## config.mk

```make
export PLATFORM = sky130hd
export DESIGN_NAME = fnp_tag_replace_mp
export DESIGN_NICKNAME = d
export VERILOG_FILES = /design/src/rtl/fnp_tag_replace_mp.sv
export SDC_FILE = /design/constraint.sdc
export NUM_CORES = 1
export LEC_CHECK = 0
export CELL_PAD_IN_SITES_DETAIL_PLACEMENT = 1
export CELL_PAD_IN_SITES_GLOBAL_PLACEMENT = 2
export CORE_MARGIN = 2
export CORE_UTILIZATION = 27
export DETAILED_ROUTE_END_ITERATION = 10
export PLACE_DENSITY_LB_ADDON = 0.12
export SKIP_CTS_REPAIR_TIMING = 1
export SYNTH_ARGS = -nofsm -noshare
export SYNTH_HDL_FRONTEND = slang
export SYNTH_SLANG_ARGS = --single-unit
```

## constraint.sdc

```tcl
create_clock -name clk -period 4.3 [get_ports clk]
set_clock_uncertainty 0.1 [all_clocks]
set_input_delay 0.86 -clock clk [delete_from_list [all_inputs] [get_ports clk]]
set_output_delay 0.86 -clock clk [all_outputs]
set_load 0.05 [all_outputs]
```

## src/rtl/fnp_tag_replace_mp.sv

```systemverilog
// Per-port TSN tag replacement for fragmented packets: head fragments load a tag,
// in-sequence followers reuse it, gaps and orphans are dropped with per-port pulses.
module fnp_tag_replace_mp #(
   parameter int NPORT   = 8,
   parameter int PORT_W  = 4,
   parameter int DW      = 134,
   parameter int TAGW    = 48,
   parameter int SEQW    = 4,
   parameter int TAG_LSB = 80
) (
   input  logic              clk,
   input  logic              rst,
   input  logic [DW-1:0]     iv_pkt_data,
   input  logic              i_pkt_empty,
   output logic              o_pkt_rd,
   input  logic [TAGW-1:0]   iv_tag_data,
   input  logic [SEQW-1:0]   iv_tag_seq,
   input  logic [PORT_W-1:0] iv_tag_inport,
   input  logic              i_tag_empty,
   output logic              o_tag_rd,
   output logic [DW-1:0]     ov_pkt_data,
   output logic              o_pkt_wr,
   input  logic              i_out_afull,
   output logic [NPORT-1:0]  ov_lost_head,
   output logic [NPORT-1:0]  ov_lost_nothead,
   output logic              o_fmt_err
);

   localparam int NSLOT = 1 << PORT_W;
   localparam logic [PORT_W:0] NPORT_V = NPORT[PORT_W:0];
   localparam logic [1:0] T_HEAD = 2'b01;
   localparam logic [1:0] T_TAIL = 2'b10;

   typedef enum logic [1:0] {IDLE, FWD, DROP} state_t;

   state_t             state_q, state_d;
   logic               first_q, first_d;
   logic [TAGW-1:0]    sel_tag_q, sel_tag_d;
   logic [DW-1:0]      data_q, data_d;
   logic               wr_q, wr_d;
   logic [NPORT-1:0]   lost_head_q, lost_head_d;
   logic [NPORT-1:0]   lost_nothead_q, lost_nothead_d;
   logic               fmt_q, fmt_d;
   logic               pkt_rd, tag_rd;

   logic [TAGW-1:0]    tag_all [NSLOT];
   logic [SEQW-1:0]    exp_all [NSLOT];
   logic               ctx_all [NSLOT];
   logic [TAGW-1:0]    cur_tag;
   logic [SEQW-1:0]    cur_exp;
   logic               cur_ctx;
   logic               port_ok;
   logic [NPORT-1:0]   port_1h;
   logic               ctx_wr;
   logic [TAGW-1:0]    tag_new;
   logic [SEQW-1:0]    exp_new;
   logic               ctx_new;
   logic [1:0]         wtype;
   logic [DW-1:0]      word_rep;

   assign cur_tag = tag_all[iv_tag_inport];
   assign cur_exp = exp_all[iv_tag_inport];
   assign cur_ctx = ctx_all[iv_tag_inport];
   assign port_ok = ({1'b0, iv_tag_inport} < NPORT_V);
   assign port_1h = NPORT'(1) << iv_tag_inport;
   assign wtype   = iv_pkt_data[DW-1:DW-2];

   // Slots beyond NPORT read as an empty context so an illegal inport never matches.
   for (genvar gi = 0; gi < NSLOT; gi++) begin : g_slot
      if (gi < NPORT) begin : g_port
         logic [TAGW-1:0] tag_q;
         logic [SEQW-1:0] exp_q;
         logic            ctx_q;
         always_ff @(posedge clk) begin
            if (rst) begin
               tag_q <= '0;
               exp_q <= '0;
               ctx_q <= 1'b0;
            end else if (ctx_wr && port_1h[gi]) begin
               tag_q <= tag_new;
               exp_q <= exp_new;
               ctx_q <= ctx_new;
            end
         end
         assign tag_all[gi] = tag_q;
         assign exp_all[gi] = exp_q;
         assign ctx_all[gi] = ctx_q;
      end else begin : g_unused
         assign tag_all[gi] = '0;
         assign exp_all[gi] = '0;
         assign ctx_all[gi] = 1'b0;
      end
   end

   always_comb begin
      state_d        = state_q;
      first_d        = first_q;
      sel_tag_d      = sel_tag_q;
      data_d         = data_q;
      wr_d           = 1'b0;
      lost_head_d    = '0;
      lost_nothead_d = '0;
      fmt_d          = 1'b0;
      pkt_rd         = 1'b0;
      tag_rd         = 1'b0;
      ctx_wr         = 1'b0;
      tag_new        = cur_tag;
      exp_new        = cur_exp;
      ctx_new        = cur_ctx;
      word_rep       = iv_pkt_data;
      word_rep[TAG_LSB +: TAGW] = sel_tag_q;
      case (state_q)
         IDLE: begin
            if (!i_tag_empty && !i_pkt_empty && !i_out_afull) begin
               tag_rd  = 1'b1;
               first_d = 1'b1;
               state_d = DROP;
               if (!port_ok) begin
                  fmt_d = 1'b1;
               end else if (iv_tag_seq == '0) begin
                  ctx_wr    = 1'b1;
                  tag_new   = iv_tag_data;
                  exp_new   = SEQW'(1);
                  ctx_new   = 1'b1;
                  sel_tag_d = iv_tag_data;
                  state_d   = FWD;
               end else if (!cur_ctx) begin
                  lost_head_d = port_1h;
               end else if (iv_tag_seq != cur_exp) begin
                  ctx_wr         = 1'b1;
                  ctx_new        = 1'b0;
                  lost_nothead_d = port_1h;
               end else begin
                  // The last sequence number closes the context: seq wrap is not allowed.
                  ctx_wr    = 1'b1;
                  exp_new   = iv_tag_seq + 1'b1;
                  ctx_new   = (iv_tag_seq != '1);
                  sel_tag_d = cur_tag;
                  state_d   = FWD;
               end
            end
         end
         FWD: begin
            if (!i_pkt_empty) begin
               pkt_rd  = 1'b1;
               first_d = 1'b0;
               if (first_q && wtype != T_HEAD) begin
                  fmt_d   = 1'b1;
                  state_d = DROP;
               end else begin
                  wr_d   = 1'b1;
                  data_d = first_q ? word_rep : iv_pkt_data;
               end
               if (wtype == T_TAIL) state_d = IDLE;
            end
         end
         DROP: begin
            if (!i_pkt_empty) begin
               pkt_rd = 1'b1;
               if (wtype == T_TAIL) state_d = IDLE;
            end
         end
         default: state_d = IDLE;
      endcase
   end

   always_ff @(posedge clk) begin
      if (rst) begin
         state_q        <= IDLE;
         first_q        <= 1'b0;
         sel_tag_q      <= '0;
         data_q         <= '0;
         wr_q           <= 1'b0;
         lost_head_q    <= '0;
         lost_nothead_q <= '0;
         fmt_q          <= 1'b0;
      end else begin
         state_q        <= state_d;
         first_q        <= first_d;
         sel_tag_q      <= sel_tag_d;
         data_q         <= data_d;
         wr_q           <= wr_d;
         lost_head_q    <= lost_head_d;
         lost_nothead_q <= lost_nothead_d;
         fmt_q          <= fmt_d;
      end
   end

   // FIFO acknowledges are combinational, so hold them off while reset is asserted.
   assign o_pkt_rd        = pkt_rd & ~rst;
   assign o_tag_rd        = tag_rd & ~rst;
   assign ov_pkt_data     = data_q;
   assign o_pkt_wr        = wr_q;
   assign ov_lost_head    = lost_head_q;
   assign ov_lost_nothead = lost_nothead_q;
   assign o_fmt_err       = fmt_q;

endmodule

```

After elaboration in Yosys (flattened, before gate mapping)
Index checks and enable logic that the tools add are counted.
{"block": "classes", "n_bitwise": 12, "addsub": 1, "reduce_logical": 26, "muxes": 58, "order_cmp": 2, "shift": 1, "n_eq_ne": 12}
{"op": "48-bit two-way mux", "count": 9}
{"op": "48-bit binary-select mux with 4-bit select", "count": 1}
{"op": "128-bit two-way mux", "count": 1}
{"op": "4-bit two-way mux", "count": 8}
{"op": "1-bit two-way mux", "count": 24}
{"op": "2-bit two-way mux", "count": 10}
{"op": "4-bit binary-select mux with 4-bit select", "count": 1}
{"op": "1-bit logical AND", "count": 11}
{"op": "2-bit inequality test (second input constant)", "count": 5}
{"op": "5-bit AND reduction", "count": 2}
{"op": "1-bit inverter", "count": 9}
{"op": "1-bit by 4-bit << shifter with 8-bit output (first input constant)", "count": 1}
{"op": "7-bit OR reduction", "count": 1}
{"op": "2-bit case mux with 3 select lines", "count": 1}
{"op": "3-bit AND reduction", "count": 2}
{"op": "6-bit OR reduction", "count": 1}
{"op": "5-bit greater-or-equal comparator (second input constant)", "count": 1}
{"op": "4-bit inverter with 5-bit output", "count": 1}
{"op": "4-bit by 1-bit adder with 4-bit output (second input constant)", "count": 1}
{"op": "1-bit binary-select mux with 4-bit select", "count": 1}
{"op": "2-bit equality test (second input constant)", "count": 2}
{"op": "4-bit zero test", "count": 1}
{"op": "4-bit < comparator (second input constant)", "count": 1}
{"op": "4-bit inequality test", "count": 1}
{"op": "11 further kinds", "count": 16}
{"block": "totals", "wordCells": 144, "ff_bits": 627}

Logic depth before layout (Yosys ltp)
Gate-level depths: netlist of run 1.
{"block": "logic_depth", "ltp_word": 11, "mapped_depth": 12, "depth_no_buf": 8}

Worst setup path after synthesis of run 1
OpenSTA, ideal clock, no wires.
{"block": "synth_path", "kind": "input port to output port", "start": "in rst", "end": "out o_pkt_rd", "stages": 5, "t_required_ps": 3340, "arrival_time_ps": 2751, "setup_slack_ps": 589, "cell_sequence": "clkbuf_1 > clkbuf_1 > buf_1 > buf_1 > nor3b_1"}
{"block": "synth_via", "elab_chain_cells": 2}
{"element": "start, declared", "line": "12", "text": "input logic rst,"}
{"element": "1-bit inverter", "line": "190", "text": "assign o_pkt_rd = pkt_rd & ~rst;"}
{"element": "1-bit bitwise AND", "line": "190"}
{"element": "end, declared", "line": "15", "text": "output logic o_pkt_rd,"}
No other way between the ends.

Worst setup path in the final report of run 1
{"block": "layout_path", "start": "in i_pkt_empty", "end": "out o_tag_rd"}
{"block": "layout_via", "elab_chain_cells": 6}
{"element": "start, declared", "line": "14", "text": "input logic i_pkt_empty,"}
{"element": "1-bit zero test"}
{"element": "1-bit logical AND (2 in a row)", "line": "114", "text": "if (!i_tag_empty && !i_pkt_empty && !i_out_afull) begin"}
{"element": "1-bit two-way mux", "line": "114"}
{"element": "1-bit two-way mux", "line": "112", "text": "case (state_q)"}
{"element": "1-bit bitwise AND", "line": "191", "text": "assign o_tag_rd = tag_rd & ~rst;"}
{"element": "end, declared", "line": "20", "text": "output logic o_tag_rd,"}
No other way between the ends.

==> impl_metrics.env, run 1 <==
export IMPL_drive_above_1_share_pct=11.6
export IMPL_routed_wl_um=117000
export IMPL_synth_top_area_cell="dfxtp_1"
export IMPL_syn_nets=3534
export IMPL_end_kind="output port"
export IMPL_critPathMaxFanout=7
export IMPL_synth_top_family_by_area="compound AO/OA/AOI/OAI gates"
export IMPL_syn_avg_cell_area_um2=8.45
export IMPL_path_class="primary input to output port"
export IMPL_synth_fa_ha_area_share_pct=0.222
export IMPL_ys_ff_latch=627
export IMPL_dieArea_um2=107000
export IMPL_setup_tns_ns=0
export IMPL_synth_compound_area_share_pct=20.5
export IMPL_antenna_found_initial=7
export IMPL_routabilityCongestion=0.827
export IMPL_crit_path_start_kind="primary input"
export IMPL_min_period_over_period_pct=86.4
export IMPL_synth_top_area_share_pct=44.5
export IMPL_area_growth_pct=28.4
export IMPL_grt_max_degree=177
export IMPL_arrival_ns=2.75
export IMPL_hold_class="flip-flop to flip-flop"
export IMPL_die_h_um=327
export IMPL_mappedNetlistArea_um2=28200
export IMPL_via_per_inst=5.19
export IMPL_synthMuxAreaShare_pct=10.9
export IMPL_htreeDepth=3
export IMPL_first_pass_iters=5
export IMPL_grt_pass1_wl_um=176000
export IMPL_finalSetupViolations=0
export IMPL_final_min_clock_period_ns=3.71
export IMPL_yosys_warnings=0
export IMPL_ys_types=66
export IMPL_clkSlewWorstSetupHoldPaths_ns=0.06
export IMPL_rsz0062_at_grt="false"
export IMPL_ir_drop_mv=0.226
export IMPL_gr_usage_all_layers_pct=21.5
export IMPL_vias=26000
export IMPL_first_iter_violations=1640
export IMPL_fmax_mhz=269
export IMPL_post_route_drc_count=0
export IMPL_yosys_area_share_simple_pct=18.8
export IMPL_hold_viol=0
export IMPL_synthXorXnorAreaFrac_pct=0.0622
export IMPL_root_buffer="clkbuf_16"
export IMPL_slew_headroom_pct=23.7
export IMPL_fp_dieW_um=327
export IMPL_drtAntennaViolNets=0
export IMPL_status="completed"
export IMPL_grt_pass1_vias=27100
export IMPL_slew_viol_final=0
export IMPL_yosysSeqAreaShare_pct=44.5
export IMPL_initial_core_util_pct=27.2
export IMPL_finalPower_w=0.0137
export IMPL_yosys_top_cells_area="dfxtp_1 (45%), nand2_1 (13%), a21oi_1 (8.6%)"
export IMPL_syn_inst=3334
export IMPL_clock_sinks=627
export IMPL_core_rowCount=118
export IMPL_nets=3758
export IMPL_worstMarginPinSlew_ns=1.14
export IMPL_synthArstFlopShare_pct=0
export IMPL_synth_edf_count=0
export IMPL_power_leakage_nw=11.4
export IMPL_cts_tree="yes"
export IMPL_core_area_um2=103000
export IMPL_grt_overflow=0
export IMPL_ioPinCount=349
export IMPL_wl_per_cell_um=23.5
export IMPL_critical_path_required_ns=3.34
export IMPL_ctsLongestPathBuffers=3
export IMPL_numCtsBuffers=76
export IMPL_place_detailed_hpwl_um=75700
export IMPL_synth_flop_cell="dfxtp_1"
export IMPL_drv_cap=0
export IMPL_clkLatencyLatePin_ns=0.64
export IMPL_numPortBuffers=348
export IMPL_p_per_area_nw_per_um2=379
==> final timing paths <==
| check | startpoint | end | slack, ns | cells past startpoint |
|---|---|---|---|---|
| worst max-delay path | i_pkt_empty | o_tag_rd | 0.59 | 4 |
| worst min-delay path | ov_pkt_data[9] | ov_pkt_data[9] | 0.35 | 2 |
| worst max register to register | state_q[1] | g_slot[5].g_port.tag_q[12] | 1.07 | 8 |
| worst min register to register | ov_pkt_data[9] | ov_pkt_data[9] | 0.35 | 2 |
==> synth_stat cells (all sizes together), types with 22 or more instances <==
| master | instances |
|---|---|
| nand2 | 953 |
| dfxtp | 627 |
| a21oi | 487 |
| clkbuf | 224 |
| nor2 | 152 |
| mux2i | 132 |
| buf | 98 |
| a211oi | 96 |
| mux4 | 78 |
| nand3 | 76 |
| a31oi | 59 |
| nor4 | 48 |
| o21ai | 43 |
| a22oi | 32 |
| nor3 | 32 |
| o2111ai | 28 |
| a2bb2oi | 27 |
| o211ai | 22 |
==> report_power, final <==
part           internal [W]  total (W)  switching [W]  leakage, nW
Sequential          0.00583    0.00585      0.0000196         5.05
Combinational      0.000434    0.00111       0.000672         5.12
Clock               0.00407    0.00675        0.00267         1.28
Total                0.0103     0.0137        0.00336         11.4
==> per-stage QoR <==
step           util [%]  hold WS [ns]  std cells  area, um2  setup WS, ns
5_1_grt            35.0         0.371       4995      36200         0.463
6_report           35.0         0.351       4999      36200         0.585
3_3_place_gp       32.5         0.338       4860      33600         0.206
2_1_floorplan         -         0.333       3334      28200         0.589
3_5_place_dp       32.5         0.346       4860      33600        0.0690
4_1_cts            35.0         0.354       4995      36200         0.550
==> sequential cells by signal, indices dropped and copies added, names as in the netlist <==
register	count
ov_pkt_data	134
o_fmt_err	1
g_slot.g_port.ctx_q	8
state_q	2
ov_lost_nothead	8
ov_lost_head	8
o_pkt_wr	1
sel_tag_q	48
g_slot.g_port.exp_q	32
first_q	1
g_slot.g_port.tag_q	384
==> worst max-delay path, stage by stage <==
cell             delay [ns]
clkdlybuf4s50_1        0.50
or4b_1                 0.76
nor2_1                 0.42
buf_12                 0.20
==> layout make-up <==
type	instances	area, um2
Fill cell	11900	67300
Multi-Input combinational cell	2376	14300
Sequential cell	627	12600
Timing Repair Buffer	468	4920
Clock buffer	112	2270
Tap cell	1380	1730
Clock inverter	23	320
Inverter	9	33.8
Antenna cell	4	10.0
==> cells in the final DEF, fill, tap and decap left out, types with 7 or more instances in the layout <==
| cell type | count |
|---|---|
| a211oi_1 | 48 |
| a211oi_2 | 8 |
| a211oi_4 | 40 |
| a21oi_1 | 486 |
| a22o_1 | 16 |
| a22oi_1 | 32 |
| a2bb2oi_1 | 27 |
| a311oi_1 | 17 |
| a31oi_1 | 58 |
| a41oi_1 | 7 |
| buf_12 | 43 |
| buf_4 | 79 |
| bufinv_16 | 7 |
| clkbuf_1 | 15 |
| clkbuf_16 | 78 |
| clkbuf_8 | 19 |
| clkdlybuf4s50_1 | 343 |
| clkinv_2 | 10 |
| dfxtp_1 | 626 |
| inv_1 | 7 |
| mux2i_1 | 132 |
| mux4_2 | 78 |
| nand2_1 | 953 |
| nand3_1 | 75 |
| nor2_1 | 142 |
| nor2_4 | 8 |
| nor3_1 | 30 |
| nor4_1 | 48 |
| o2111ai_1 | 28 |
| o211ai_1 | 22 |
| o21ai_0 | 42 |
| o31ai_2 | 8 |
| or2_2 | 8 |
==> routing by layer <==
| metal | vias up | routed length (um) | global-route usage (%) |
|---|---|---|---|
| li1 | 12100 | - | - |
| met4 | 6 | 2250 | 5.38 |
| met1 | 13100 | 53900 | 28.6 |
| met3 | 155 | 5650 | 3.31 |
| met5 | - | 41 | 0 |
| met2 | 599 | 55600 | 36.5 |
==> logic make-up after synthesis <==
logic type      Yosys count
compound gates          858
xor+xnor                  2
simple gates           1301
fa+ha+maj                 5
buf+inv                 331
mux                     210
flops                   627
No activity file was read; power rests on OpenSTA's default activity.
==> run 2, diff against run 1 <==
==> constraint.sdc (replaced) <==
create_clock -name clk -period 3.3 [get_ports clk]
set_clock_uncertainty 0.1 [all_clocks]
set_input_delay 0.825 -clock clk [delete_from_list [all_inputs] [get_ports clk]]
set_output_delay 0.825 -clock clk [all_outputs]
set_load 0.05 [all_outputs]
==> run 2 against run 1 <==
Against the previous run: critical path type unchanged; worst setup slack lost 0.52 ns; final area up 6.6%; register-to-register slack lost 0.75 ns; power is 32% higher; first-iteration DRC count increased by 1.6%; hold slack improved by 0.0010 ns; non-clock buffer count increased by 214; cell count is 4.3% higher.
==> impl_metrics.env, run 2 (same netlist as run 1, synthesis figures left out) <==
export IMPL_ir_drop_mv=0.347
export IMPL_finalSetupViolations=0
export IMPL_vias=26800
export IMPL_seqPwrFrac_pct=42.1
export IMPL_htreeDepth=3
export IMPL_first_pass_iters=5
export IMPL_layout_commonest_cell="nand2_1"
export IMPL_end_kind="output port"
export IMPL_drtAntennaViolNets=0
export IMPL_place_detailed_hpwl_um=83800
export IMPL_switching_share_pct=24.6
export IMPL_grt_pass1_vias=28100
export IMPL_die_h_um=327
export IMPL_via_per_inst=5.15
export IMPL_critPathMaxFanout=6
export IMPL_grt_max_degree=182
export IMPL_slew_viol_final=0
export IMPL_p_sw_w=0.00447
export IMPL_hold_class="flip-flop to flip-flop"
export IMPL_p_int_w=0.0137
export IMPL_area_growth_pct=37.0
export IMPL_arrival_ns=2.31
export IMPL_path_class="primary input to output port"
export IMPL_critical_path_required_ns=2.37
export IMPL_wl_per_cell_um=22.9
export IMPL_final_min_clock_period_ns=3.23
export IMPL_grt_pass1_wl_um=181000
export IMPL_clock_sinks=627
export IMPL_first_iter_violations=1667
export IMPL_hold_viol=0
export IMPL_clkSlewWorstSetupHoldPaths_ns=0.06
export IMPL_crit_path_start_kind="primary input"
export IMPL_status="completed"
export IMPL_rsz0062_at_grt="false"
export IMPL_nets=3973
export IMPL_power_leakage_nw=12.8
export IMPL_initial_core_util_pct=27.2
export IMPL_n_fill_cell=11800
export IMPL_routabilityCongestion=0.804
export IMPL_clkPwrFrac_pct=49.1
export IMPL_grt_overflow=0
export IMPL_gr_usage_all_layers_pct=21.9
export IMPL_routed_wl_um=119000
export IMPL_top_register="g_slot.g_port.tag_q"
export IMPL_drive_above_1_share_pct=16.8
export IMPL_slew_headroom_pct=22.8
export IMPL_regArea_um2=12600
export IMPL_multiInputGateArea_um2=14400
export IMPL_core_rowCount=118
export IMPL_post_route_drc_count=0
export IMPL_dieArea_um2=107000
export IMPL_fp_dieW_um=327
export IMPL_ctsLongestPathBuffers=3
export IMPL_layout_common_cells="nand2_1 (953), dfxtp_1 (626), a21oi_1 (486)"
export IMPL_hold_ws_ns=0.352
export IMPL_r2r_slack_ns=0.32
export IMPL_largest_register_ffs=384
export IMPL_worstMarginPinSlew_ns=1.16
export IMPL_setup_tns_ns=0
export IMPL_p_per_area_nw_per_um2=470
export IMPL_numCtsBuffers=77
export IMPL_root_buffer="clkbuf_16"
export IMPL_drv_cap=0
export IMPL_cts_tree="yes"
export IMPL_antenna_found_initial=5
export IMPL_clkLatencyLatePin_ns=0.64
export IMPL_fmax_mhz=309
export IMPL_ioPinCount=349
export IMPL_core_area_um2=103000
export IMPL_min_period_over_period_pct=97.9
export IMPL_numPortBuffers=348
export IMPL_combPwrFrac_pct=8.8
[run 2: changes by cell type in the layout (fill, tap and decap cells not counted), sizes merged]
cell,previous run,this run
clkinv,11,12
buf,125,340
clkbuf,112,111
clkdlybuf4s50,343,342
diode,4,1
clkinvlp,0,3
[run 2: metal layers]
layer  global-route usage (%)  part of all wire, %  vias to the layer above
met5                        0                0.017                        -
li1                         -                    -                    12500
met3                     3.14                  5.2                      127
met1                     30.1                   47                    13500
met2                     36.2                   46                      641
met4                     5.15                  1.7                        2
[run 2: path summary, 6_finish.rpt]
check,from,to,cells after the start
worst min register to register,g_slot[3].g_port.tag_q[28],g_slot[3].g_port.tag_q[28],2
worst min-delay path,g_slot[3].g_port.tag_q[28],g_slot[3].g_port.tag_q[28],2
worst max register to register,state_q[1],g_slot[3].g_port.tag_q[18],12
worst max-delay path,i_tag_empty,o_tag_rd,5
[run 2: area by class of cell]
type                            instances  area share, %
Antenna cell                            1        0.00648
Clock buffer                          111           5.95
Clock inverter                         27          0.872
Inverter                                9         0.0875
Multi-Input combinational cell       2376           37.2
Sequential cell                       627           32.5
Tap cell                             1380           4.47
Timing Repair Buffer                  682           18.9
[run 2: per-stage QoR]
stage               util [%]  instances  total power, W  instance area, um2  setup slack (ns)
floorplan                  -       3334         0.00858               28200             0.150
global placement        34.7       5074         0.00939               35900            -0.509
detailed placement      34.7       5074         0.00941               35900            -0.531
CTS                     37.3       5212          0.0184               38600           -0.0894
global route            37.3       5212          0.0188               38600           0.00325
finish                  37.3       5213          0.0181               38600            0.0684
[run 2: power by group through the flow]
stage	Sequential, W	Combinational, W	Clock [W]
after floorplan	0.00783	0.000746	0
after global placement	0.00781	0.00158	0
after detailed placement	0.00781	0.00160	0
after CTS	0.00764	0.00161	0.00916
after global routing	0.00764	0.00170	0.00946
final	0.00764	0.00160	0.00891
[run 2: worst max-delay path, stage by stage]
cell             delay, ns
clkdlybuf4s50_1       0.44
or4b_1                0.54
buf_4                 0.20
nor2_4                0.13
buf_12                0.16
